[src/rtl/mdu_iter_pkg.sv]
`default_nettype none
// ============================================================================
// Module      : mdu_iter_pkg
// Description : Shared definitions for the iterative multiply/divide unit:
//               funct3 operation codes and small decode helpers that say
//               how each operation treats its operands and which half of
//               the widened result it returns.
// Revision    : 1.0 - initial release
// ============================================================================
package mdu_iter_pkg;

    // funct3 encodings of the RV32M/RV64M instructions
    localparam logic [2:0] MDU_MUL    = 3'b000;
    localparam logic [2:0] MDU_MULH   = 3'b001;
    localparam logic [2:0] MDU_MULHSU = 3'b010;
    localparam logic [2:0] MDU_MULHU  = 3'b011;
    localparam logic [2:0] MDU_DIV    = 3'b100;
    localparam logic [2:0] MDU_DIVU   = 3'b101;
    localparam logic [2:0] MDU_REM    = 3'b110;
    localparam logic [2:0] MDU_REMU   = 3'b111;

    // Divide family occupies the upper half of the funct3 space
    function automatic logic op_is_div(input logic [2:0] f);
        return f[2];
    endfunction

    // REM / REMU return the remainder rather than the quotient
    function automatic logic op_is_rem(input logic [2:0] f);
        return f[2] & f[1];
    endfunction

    // rs1 is interpreted as signed by MULH, MULHSU, DIV and REM
    function automatic logic op_a_signed(input logic [2:0] f);
        return (f == MDU_MULH) || (f == MDU_MULHSU) ||
               (f == MDU_DIV)  || (f == MDU_REM);
    endfunction

    // rs2 is interpreted as signed by MULH, DIV and REM only
    function automatic logic op_b_signed(input logic [2:0] f);
        return (f == MDU_MULH) || (f == MDU_DIV) || (f == MDU_REM);
    endfunction

    // MULH / MULHSU / MULHU return the upper half of the product
    function automatic logic op_sel_high(input logic [2:0] f);
        return (f == MDU_MULH) || (f == MDU_MULHSU) || (f == MDU_MULHU);
    endfunction

endpackage : mdu_iter_pkg
`default_nettype wire

[src/rtl/mdu_iter.sv]
`default_nettype none
// ============================================================================
// Module      : mdu_iter
// Description : Iterative multiply/divide unit for the EX stage. Radix-2
//               shift-add multiply, restoring divide, one iteration per
//               clock, with a direct path to DONE for divide-by-zero and
//               signed overflow. Signs are stripped on entry and applied
//               once in FIX by a shared negate/select stage.
// Revision    : 1.0 - initial release
//
// Ports
//   clk    : clock
//   reset  : synchronous active-high reset
//   start  : launch an operation (honoured only in IDLE, without flush)
//   flush  : abort the operation in flight, no done is produced
//   op     : funct3 operation code (see mdu_iter_pkg)
//   a, b   : rs1 / rs2 operands
//   busy   : stall request, registered
//   done   : one-cycle completion pulse, registered
//   result : operation result, held until overwritten by a later operation
// ============================================================================
module mdu_iter #(
    parameter int XLEN = 32
) (
    input  logic            clk,
    input  logic            reset,
    input  logic            start,
    input  logic            flush,
    input  logic [2:0]      op,
    input  logic [XLEN-1:0] a,
    input  logic [XLEN-1:0] b,
    output logic            busy,
    output logic            done,
    output logic [XLEN-1:0] result
);

    import mdu_iter_pkg::*;

    localparam int CW = $clog2(XLEN + 1);
    localparam logic [XLEN-1:0] c_MIN = {1'b1, {(XLEN-1){1'b0}}};

    typedef enum logic [1:0] {
        S_IDLE = 2'd0,
        S_CALC = 2'd1,
        S_FIX  = 2'd2,
        S_DONE = 2'd3
    } state_t;

    state_t                r_state;
    state_t                w_state_nxt;
    logic [2:0]            r_op;
    logic [CW-1:0]         r_cnt;
    logic [2*XLEN-1:0]     r_acc;     // {hi, lo}: product, or {rem, quot}
    logic [XLEN-1:0]       r_opb;     // multiplicand / divisor magnitude
    logic                  r_neg_q;
    logic                  r_neg_r;
    logic                  r_busy;
    logic                  r_done;
    logic [XLEN-1:0]       r_result;

    // ------------------------------------------------------------------
    // Launch decode
    // ------------------------------------------------------------------
    logic            w_accept;
    logic            w_sa;
    logic            w_sb;
    logic [XLEN-1:0] w_a_mag;
    logic [XLEN-1:0] w_b_mag;
    logic            w_div0;
    logic            w_ovf;
    logic            w_special;
    logic [XLEN-1:0] w_special_val;

    assign w_accept  = (r_state == S_IDLE) && start && !flush;
    assign w_sa      = op_a_signed(op) & a[XLEN-1];
    assign w_sb      = op_b_signed(op) & b[XLEN-1];
    assign w_a_mag   = w_sa ? -a : a;
    assign w_b_mag   = w_sb ? -b : b;

    assign w_div0    = op_is_div(op) && (b == '0);
    // Signed overflow only exists for the signed divide ops (op[0] == 0)
    assign w_ovf     = op_is_div(op) && !op[0] && (a == c_MIN) && (b == '1);
    assign w_special = w_div0 || w_ovf;

    always_comb begin
        w_special_val = '0;
        if (w_div0) begin
            w_special_val = op_is_rem(op) ? a : '1;
        end else if (w_ovf) begin
            w_special_val = op_is_rem(op) ? '0 : a;
        end
    end

    // ------------------------------------------------------------------
    // One iteration of each algorithm
    // ------------------------------------------------------------------
    // Multiply: the multiplier sits in the low half and is consumed from
    // bit 0; the carry of the partial-sum add shifts into the top bit.
    logic [XLEN:0]     w_mul_sum;
    logic [2*XLEN-1:0] w_mul_next;

    assign w_mul_sum  = {1'b0, r_acc[2*XLEN-1:XLEN]} + {1'b0, r_opb};
    assign w_mul_next = r_acc[0] ? {w_mul_sum, r_acc[XLEN-1:1]}
                                 : {1'b0, r_acc[2*XLEN-1:1]};

    // Divide: the shifted remainder needs one extra bit before the compare,
    // the remainder after restoring always fits back into XLEN bits.
    logic [XLEN:0]     w_rem_sh;
    logic [XLEN:0]     w_rem_diff;
    logic              w_ge;
    logic [XLEN-1:0]   w_rem_new;
    logic [2*XLEN-1:0] w_div_next;

    assign w_rem_sh   = {r_acc[2*XLEN-1:XLEN], r_acc[XLEN-1]};
    assign w_rem_diff = w_rem_sh - {1'b0, r_opb};
    assign w_ge       = (w_rem_sh >= {1'b0, r_opb});
    assign w_rem_new  = w_ge ? w_rem_diff[XLEN-1:0] : w_rem_sh[XLEN-1:0];
    assign w_div_next = {w_rem_new, r_acc[XLEN-2:0], w_ge};

    // ------------------------------------------------------------------
    // Shared sign fix-up: one 2*XLEN negator serves the product, the
    // quotient and the remainder; a final select picks the returned half.
    // ------------------------------------------------------------------
    logic [2*XLEN-1:0] w_fix_in;
    logic              w_fix_neg;
    logic [2*XLEN-1:0] w_fix_out;
    logic [XLEN-1:0]   w_fix_res;

    always_comb begin
        w_fix_in = r_acc;
        if (op_is_div(r_op)) begin
            w_fix_in = op_is_rem(r_op) ? {{XLEN{1'b0}}, r_acc[2*XLEN-1:XLEN]}
                                       : {{XLEN{1'b0}}, r_acc[XLEN-1:0]};
        end
    end

    assign w_fix_neg = op_is_rem(r_op) ? r_neg_r : r_neg_q;
    assign w_fix_out = w_fix_neg ? -w_fix_in : w_fix_in;
    assign w_fix_res = op_sel_high(r_op) ? w_fix_out[2*XLEN-1:XLEN]
                                         : w_fix_out[XLEN-1:0];

    // ------------------------------------------------------------------
    // Control FSM
    // ------------------------------------------------------------------
    always_ff @(posedge clk) begin
        if (reset) begin
            r_state <= S_IDLE;
        end else begin
            r_state <= w_state_nxt;
        end
    end

    always_comb begin
        w_state_nxt = r_state;
        case (r_state)
            S_IDLE: begin
                if (w_accept) begin
                    w_state_nxt = w_special ? S_DONE : S_CALC;
                end
            end
            S_CALC: begin
                if (flush) begin
                    w_state_nxt = S_IDLE;
                end else if (r_cnt == CW'(1)) begin
                    w_state_nxt = S_FIX;
                end
            end
            S_FIX: begin
                w_state_nxt = flush ? S_IDLE : S_DONE;
            end
            S_DONE: begin
                w_state_nxt = S_IDLE;
            end
            default: begin
                w_state_nxt = S_IDLE;
            end
        endcase
    end

    // ------------------------------------------------------------------
    // Datapath registers
    // ------------------------------------------------------------------
    always_ff @(posedge clk) begin
        if (reset) begin
            r_op     <= '0;
            r_cnt    <= '0;
            r_acc    <= '0;
            r_opb    <= '0;
            r_neg_q  <= 1'b0;
            r_neg_r  <= 1'b0;
            r_result <= '0;
        end else begin
            case (r_state)
                S_IDLE: begin
                    if (w_accept) begin
                        // Both algorithms start from {0, |a|} with |b| as
                        // the multiplicand / divisor.
                        r_op    <= op;
                        r_cnt   <= CW'(XLEN);
                        r_acc   <= {{XLEN{1'b0}}, w_a_mag};
                        r_opb   <= w_b_mag;
                        r_neg_q <= w_sa ^ w_sb;
                        r_neg_r <= w_sa;
                        if (w_special) begin
                            r_result <= w_special_val;
                        end
                    end
                end
                S_CALC: begin
                    r_acc <= op_is_div(r_op) ? w_div_next : w_mul_next;
                    r_cnt <= r_cnt - CW'(1);
                end
                S_FIX: begin
                    // An aborted operation must leave the old result visible
                    if (!flush) begin
                        r_result <= w_fix_res;
                    end
                end
                default: begin
                end
            endcase
        end
    end

    // ------------------------------------------------------------------
    // Registered handshake. busy trails the state by one cycle so that it
    // still covers the done cycle, which is itself registered from DONE.
    // ------------------------------------------------------------------
    always_ff @(posedge clk) begin
        if (reset) begin
            r_busy <= 1'b0;
            r_done <= 1'b0;
        end else begin
            r_busy <= (r_state != S_IDLE) && !flush;
            r_done <= (r_state == S_DONE) && !flush;
        end
    end

    assign busy   = r_busy;
    assign done   = r_done;
    assign result = r_result;

endmodule : mdu_iter
`default_nettype wire

[config.mk]
export PLATFORM = sky130hd
export DESIGN_NAME = mdu_iter
export DESIGN_NICKNAME = d
export VERILOG_FILES = /design/src/rtl/mdu_iter_pkg.sv /design/src/rtl/mdu_iter.sv
export SDC_FILE = /design/constraint.sdc
export NUM_CORES = 1
export LEC_CHECK = 0
export BUFFER_PORTS_ARGS = -buffer_cell sky130_fd_sc_hd__buf_4
export CORE_AREA = 2 2 195 197
export DETAILED_ROUTE_END_ITERATION = 7
export DIE_AREA = 0 0 197 199
export PLACE_DENSITY = 0.61
export RECOVER_POWER = 100
export SYNTH_ARGS = -nofsm -noshare
export SYNTH_HDL_FRONTEND = slang
export SYNTH_SLANG_ARGS = --single-unit
[constraint.sdc]
create_clock -name clk -period 5 [get_ports clk]
set_clock_uncertainty 0.05 [all_clocks]
set_input_delay 1.5 -clock clk [delete_from_list [all_inputs] [get_ports clk]]
set_output_delay 1.5 -clock clk [all_outputs]
set_load 0.005 [all_outputs]
==> results.json, run 1 <==
{
  "async_flop_share_pct": 0,
  "dp_hpwl_microns": 45400,
  "p_int_w": 0.00236,
  "antenna_left": 0,
  "drive_gt1_share_pct": 10.7,
  "root_buffer": "clkbuf_16",
  "power.density_nw_per_um2": 233,
  "final.setup.tns_ns": 0,
  "vias": 16200,
  "synth_area_leader_cell": "dfxtp_1",
  "fp.coreArea_sq_um": 37100,
  "max-clock-path-buffers": 2,
  "dieArea_sq_um": 39200,
  "crit_arrival_ns": 4.83,
  "drt-vias-per-instance": 6.40,
  "ys_warn_count": 0,
  "yosysMostFrequentCell": "nor2_1",
  "cts_tree": "built",
  "placed_cells": 2508,
  "chipWidth_microns": 197,
  "worstSetupEndpointType": "register",
  "yosysSeqAreaShare_pct": 19.4,
  "avgSynthCellArea_sq_um": 7.28,
  "required_ns": 5.27,
  "ir_worst_vdd_uv": 235,
  "cts_max_level": 4,
  "maxSlewViolCount": 0,
  "wl_microns": 60000,
  "relSlewSlack_pct": 5.27,
  "drtPass1Iterations": 6,
  "syn_nets": 2168,
  "layout.cells.non_filler": 2540,
  "seq_power_share_pct": 34.0,
  "io_buffers": 104,
  "crit_fanout": 5,
  "p_leak_nw": 6.40,
  "yosysUniqueCellTypes": 90,
  "slowest_delay_ns": 0.71,
  "synthTopCellsByCount": "nor2_1 (239), a21oi_1 (163), dfxtp_1 (143), nand2_1 (141), a211oi_1 (120)",
  "critPathBufInv": 1,
  "syn_inst": 2025,
  "gp_congestion": 1.00,
  "crit_chain": "clkbuf_1 -> or4_1 -> nor4_1 -> or4b_1 -> nor4_1 -> a21oi_1 -> xnor2_1 -> nor2_1 -> a21oi_1 -> a221oi_1",
  "min_period_ns": 4.57,
  "rows": 71,
  "finalSetupViolCount": 0,
  "cts.clk_slew.worst_paths_ns": 0.07,
  "synth_ff_type": "dfxtp_1",
  "grt_use_total_pct": 30.2,
  "maxCapViolations": 0,
  "netSwitchingFraction_pct": 38.1,
  "cts.sinks": 143,
  "wl_per_cell_microns": 23.6,
  "gr-total-overflow": 0,
  "postCtsSetupBuffers": 0,
  "hold_class": "reg -> reg",
  "numCtsBuffers": 17,
  "first_iter_violations": 1788,
  "grt_pass1_vias": 14900,
  "cp-start-kind": "input port",
  "synth_area_sq_um": 14700,
  "outcome": "completed",
  "ios": 105,
  "start_util_pct": 39.7,
  "synth.top_cell.area_share_pct": 19.4,
  "post-route-period-util_pct": 91.3,
  "grt_start_max_net_pins": 78,
  "worst_slew_pin_slew_ns": 1.42,
  "syn_to_final_growth_pct": 11.3,
  "slowest_stage": "nor4_1",
  "finalCoreUtilization_pct": 44.2,
  "pre_cts_slack_ns": 0.353,
  "ctsResizeCount": 0,
  "switching_power_w": 0.00145,
  "synthTopCellsByArea": "dfxtp_1 (19%), a211oi_1 (6.1%), nor2_1 (6.1%)",
  "cts_hold_buf": 0,
  "clk_latency_ns": 0.44,
  "ys_ff_latch": 143,
  "grt_pass1_wl_microns": 90700,
  "path_class": "in -> reg",
  "cp_top_family": "simple AND/OR/NAND/NOR gates",
  "fmax_ghz": 0.219,
  "worst_slack_ns": 0.434,
  "die_h_microns": 199,
  "worstHoldPathCells": 2,
  "synth-edff-count": 0,
  "clkPwrFrac_pct": 34.4,
  "rsz0062_at_grt": "no",
  "cp.depth": 10,
  "hold_ws_ns": 0.439,
  "drc": 0,
  "reg2reg_depth": 14,
  "antenna_found_initial": 0,
  "fillers": 3872,
  "pwr-share-comb_pct": 31.6,
  "hold_viol": 0,
  "diodes": 0,
  "final_nets": 2196
}
[tightest hold or removal path, cell delays in order, from the launching register on]
cell and delay, ns:
dfxtp_1 0.33, nand2_1 0.06, a21oi_1 0.05
[logic make-up after synthesis]
group | share of synthesized area [%]
AOI/OAI and AO/OA | 30.4
xor gates and xnor gates | 9.39
adders and majority gates | 6.21
buffers and inverters | 5.84
DFF | 19.4
muxes | 5.05
and+or+nand+nor | 23.7
[through the flow]
stage               total power, W  cell area [sq um]
global route               0.00397              16400
floorplan                  0.00208              14700
CTS                        0.00379              16500
finish                     0.00382              16400
detailed placement         0.00249              15900
global placement           0.00248              15900
[registers in the layout, summed over array words and instances (netlist names)]
name	count
r_acc	64
r_cnt	6
r_op	3
busy	1
r_neg_r	1
r_state	2
result	32
done	1
r_neg_q	1
r_opb	32
[cells in the final DEF (no fill, tap or decap), types with 13 or more instances in the layout]
| cell type | n |
|---|---|
| nor2_1 | 238 |
| mux2i_1 | 70 |
| nand2b_1 | 16 |
| nor2b_1 | 17 |
| clkbuf_16 | 17 |
| o211ai_1 | 13 |
| a31oi_1 | 35 |
| a21oi_1 | 163 |
| and2_1 | 15 |
| a211oi_1 | 119 |
| nor3_1 | 77 |
| nand4_1 | 22 |
| or3_1 | 27 |
| ha_1 | 70 |
| o31ai_1 | 34 |
| dfxtp_1 | 141 |
| xnor2_1 | 78 |
| and3_1 | 14 |
| nand3_1 | 37 |
| o21ai_0 | 105 |
| o22ai_1 | 26 |
| xor2_1 | 80 |
| buf_4 | 117 |
| a21o_1 | 29 |
| inv_1 | 64 |
| nor4_1 | 19 |
| clkbuf_4 | 32 |
| o21bai_1 | 14 |
| o221ai_1 | 17 |
| nand2_1 | 141 |
[routing by layer]
metal | part of all wire (%) | up-vias | wire, microns | global-route usage [%]
li1 | - | 7587 | - | -
met1 | 44 | 7770 | 26500 | 42.7
met2 | 43 | 764 | 25800 | 46.1
met3 | 9.7 | 127 | 5830 | 5.41
met4 | 3.1 | 0 | 1870 | 9.72
met5 | 0 | - | 0 | 0
[cell type report]
cell class	count	area, sq um	area share, %
multi-input combinational	1668	11000	66.8
sequential	143	2870	17.5
timing repair buffer	158	1160	7.05
tap	474	593	3.62
clock buffer	20	457	2.78
inverter	65	244	1.49
clock inverter	12	123	0.747
[path summary, 6_finish.rpt]
path	start	end	slack, ns
max	a[13]	r_acc[29]$_SDFFE_PP0P_	0.43
min	r_neg_r$_SDFFE_PP0P_	r_neg_r$_SDFFE_PP0P_	0.44
max reg2reg	r_op[2]$_SDFFE_PP0P_	result[22]$_SDFFE_PP0P_	0.75
min reg2reg	r_neg_r$_SDFFE_PP0P_	r_neg_r$_SDFFE_PP0P_	0.44
[power groups by stage]
| stage | combinational (W) | sequential (W) | clock [W] |
|---|---|---|---|
| detailed placement | 0.00117 | 0.00132 | 0 |
| global route | 0.00130 | 0.00130 | 0.00137 |
| floorplan | 0.000825 | 0.00126 | 0 |
| global placement | 0.00116 | 0.00131 | 0 |
| CTS | 0.00118 | 0.00129 | 0.00133 |
| finish | 0.00121 | 0.00130 | 0.00131 |
No activity file was read; power rests on OpenSTA's default activity.
==> inputs of run 2 (changes only) <==
--- a/config.mk
+++ b/config.mk
@@ -11,6 +11,7 @@
 export DIE_AREA = 0 0 197 199
 export PLACE_DENSITY = 0.61
 export RECOVER_POWER = 100
+export REMOVE_ABC_BUFFERS = 1
 export SYNTH_ARGS = -nofsm -noshare
 export SYNTH_HDL_FRONTEND = slang
 export SYNTH_SLANG_ARGS = --single-unit
==> run 2 against run 1 <==
  * The run now ends with capacitance limit, slew limit left
  * Critical path depth rose by 1
  * Sequential cell count did not move
  * Worst hold slack got worse by 0.0087 ns
  * Register-to-register slack got worse by 0.22 ns
  * Via count fell by 0.98%
  * Clock-buffer cell count rose by 2
  * Die area did not move
  * Total power fell by 2.7%
  * Worst setup slack improved by 0.068 ns
  * Sequential power barely moved
  * Critical path type unchanged
  * Critical endpoint is now result[8]$_SDFFE_PP0P_
  * Largest cell class unchanged
==> results.json, run 2 (synthesized netlist as in run 1, its figures left out) <==
{
  "switching_power_w": 0.00137,
  "finish.instance_area_sq_um": 16500,
  "crit_arrival_ns": 4.81,
  "dpl-instance-area_sq_um": 16100,
  "final.setup.tns_ns": 0,
  "min_period_ns": 4.50,
  "hold_viol": 0,
  "finalSetupViolCount": 0,
  "numCtsBuffers": 17,
  "startpoint": "a[11]",
  "worst_slew_pin_slew_ns": 1.69,
  "cts.clk_slew.worst_paths_ns": 0.07,
  "dp_hpwl_microns": 41400,
  "clk_latency_ns": 0.46,
  "drtPass1Iterations": 5,
  "max-clock-path-buffers": 2,
  "required_ns": 5.32,
  "clkPwrFrac_pct": 34.2,
  "hold_ws_ns": 0.431,
  "gp_congestion": 0.993,
  "grt_pass1_vias": 15200,
  "drc": 0,
  "cp-start-kind": "input port",
  "worstSetupEndpointType": "register",
  "layout_commonest_cell": "nor2_1",
  "grt_start_max_net_pins": 71,
  "top_register": "r_acc",
  "wl_microns": 55800,
  "cts_tree": "built",
  "cp-endpoint": "result[8]$_SDFFE_PP0P_",
  "final_nets": 2207,
  "hold_class": "reg -> reg",
  "p_leak_nw": 6.43,
  "worst_slack_ns": 0.502,
  "rsz0062_at_grt": "no",
  "maxCapViolations": 1,
  "diodes": 0,
  "antenna_left": 0,
  "drive_gt1_share_pct": 10.8,
  "root_buffer": "clkbuf_16",
  "layout_common_cells": "nor2_1 (237), a21oi_1 (163), nand2_1 (141), dfxtp_1 (141), buf_4 (120)",
  "largest_reg_flops": 64,
  "vias": 16100,
  "ios": 105,
  "fillers": 3840,
  "cts_hold_buf": 0,
  "seq_power_share_pct": 34.3,
  "pre_cts_slack_ns": 0.439,
  "gr-total-overflow": 0,
  "r2r_end": "r_acc[60]$_SDFFE_PP0P_",
  "fmax_ghz": 0.222,
  "antenna_found_initial": 0,
  "dieArea_sq_um": 39200,
  "crit_fanout": 8,
  "reg2reg_depth": 11,
  "cts_max_level": 4,
  "drt-vias-per-instance": 6.31,
  "syn_to_final_growth_pct": 11.7,
  "netSwitchingFraction_pct": 36.8,
  "pwr-share-comb_pct": 31.5,
  "ir_worst_vdd_uv": 219,
  "grt_pass1_wl_microns": 86100,
  "outcome": "finished, violations left",
  "rows": 71,
  "power.density_nw_per_um2": 226,
  "postCtsSetupBuffers": 0,
  "p_int_w": 0.00235,
  "finalCoreUtilization_pct": 44.4,
  "grt_use_total_pct": 28.1,
  "fp.coreArea_sq_um": 37100,
  "relSlewSlack_pct": -12.5,
  "first_iter_violations": 1335,
  "path_class": "in -> reg",
  "start_util_pct": 39.7,
  "ctsResizeCount": 0,
  "io_buffers": 104,
  "r2r_start": "r_acc[49]$_SDFFE_PP0P_",
  "chipWidth_microns": 197,
  "regToRegSetupSlack_ns": 0.53,
  "cts.sinks": 143,
  "post-route-period-util_pct": 90.0,
  "wl_per_cell_microns": 21.9,
  "maxSlewViolCount": 26,
  "violations": "capacitance limit, slew limit",
  "die_h_microns": 199
}
run 2: cell count changes in the layout (fill, tap and decap cells not counted), sizes merged:
cell      previous run  this run
buf                117       123
clkbuf              61        68
clkinv               1         6
clkinvlp             3         4
inv                 72        64
run 2: worst max-delay path: stages:
cell	delay (ns)
buf_4	0.13
or4_1	0.59
nor4_1	0.48
nand4b_1	0.39
clkbuf_1	0.29
a211oi_1	0.27
o21ai_0	0.39
buf_4	0.36
o21ai_0	0.18
nor2_1	0.06
nor3_1	0.16
run 2: through the flow:
stage | power (W) | std cells
global route | 0.00389 | 2551
finish | 0.00372 | 2551
detailed placement | 0.00245 | 2519
floorplan | 0.00206 | 1876
CTS | 0.00371 | 2551
global placement | 0.00243 | 2519
run 2: power groups by stage:
| stage | Sequential (W) | Combinational [W] | Clock [W] |
|---|---|---|---|
| 2_1_floorplan | 0.00128 | 0.000773 | 0 |
| 3_3_place_gp | 0.00130 | 0.00114 | 0 |
| 3_5_place_dp | 0.00130 | 0.00115 | 0 |
| 4_1_cts | 0.00127 | 0.00116 | 0.00128 |
| 5_1_grt | 0.00128 | 0.00128 | 0.00133 |
| 6_report | 0.00128 | 0.00117 | 0.00127 |
run 2: how the worst min path moves through the flow:
stage               depth (start not counted)                       to                     from  slack, ns
floorplan                                   2   r_opb[15]$_SDFFE_PP0P_   r_opb[15]$_SDFFE_PP0P_       0.39
global placement                            2     r_op[0]$_SDFFE_PP0P_     r_op[0]$_SDFFE_PP0P_       0.41
detailed placement                          2     r_op[0]$_SDFFE_PP0P_     r_op[0]$_SDFFE_PP0P_       0.42
CTS                                         2     r_op[0]$_SDFFE_PP0P_     r_op[0]$_SDFFE_PP0P_       0.43
global route                                2  result[21]$_SDFFE_PP0P_  result[21]$_SDFFE_PP0P_       0.46
finish                                      2     r_op[0]$_SDFFE_PP0P_     r_op[0]$_SDFFE_PP0P_       0.43
run 2: metal layers:
metal,GRT usage [%],part of all wire [%],vias to the layer above
met4,10.4,3.1,0
met5,0,0,-
met3,3.49,7.0,102
met2,47.1,46,685
li1,-,-,7626
met1,36.8,44,7676
run 2: final cells by class:
type	instances	area, sq um	share of cell area (%)
Multi-Input combinational cell	1668	11000	66.6
Sequential cell	143	2870	17.4
Timing Repair Buffer	169	1240	7.54
Tap cell	474	593	3.60
Clock buffer	22	464	2.82
Inverter	65	244	1.48
Clock inverter	10	88.8	0.539
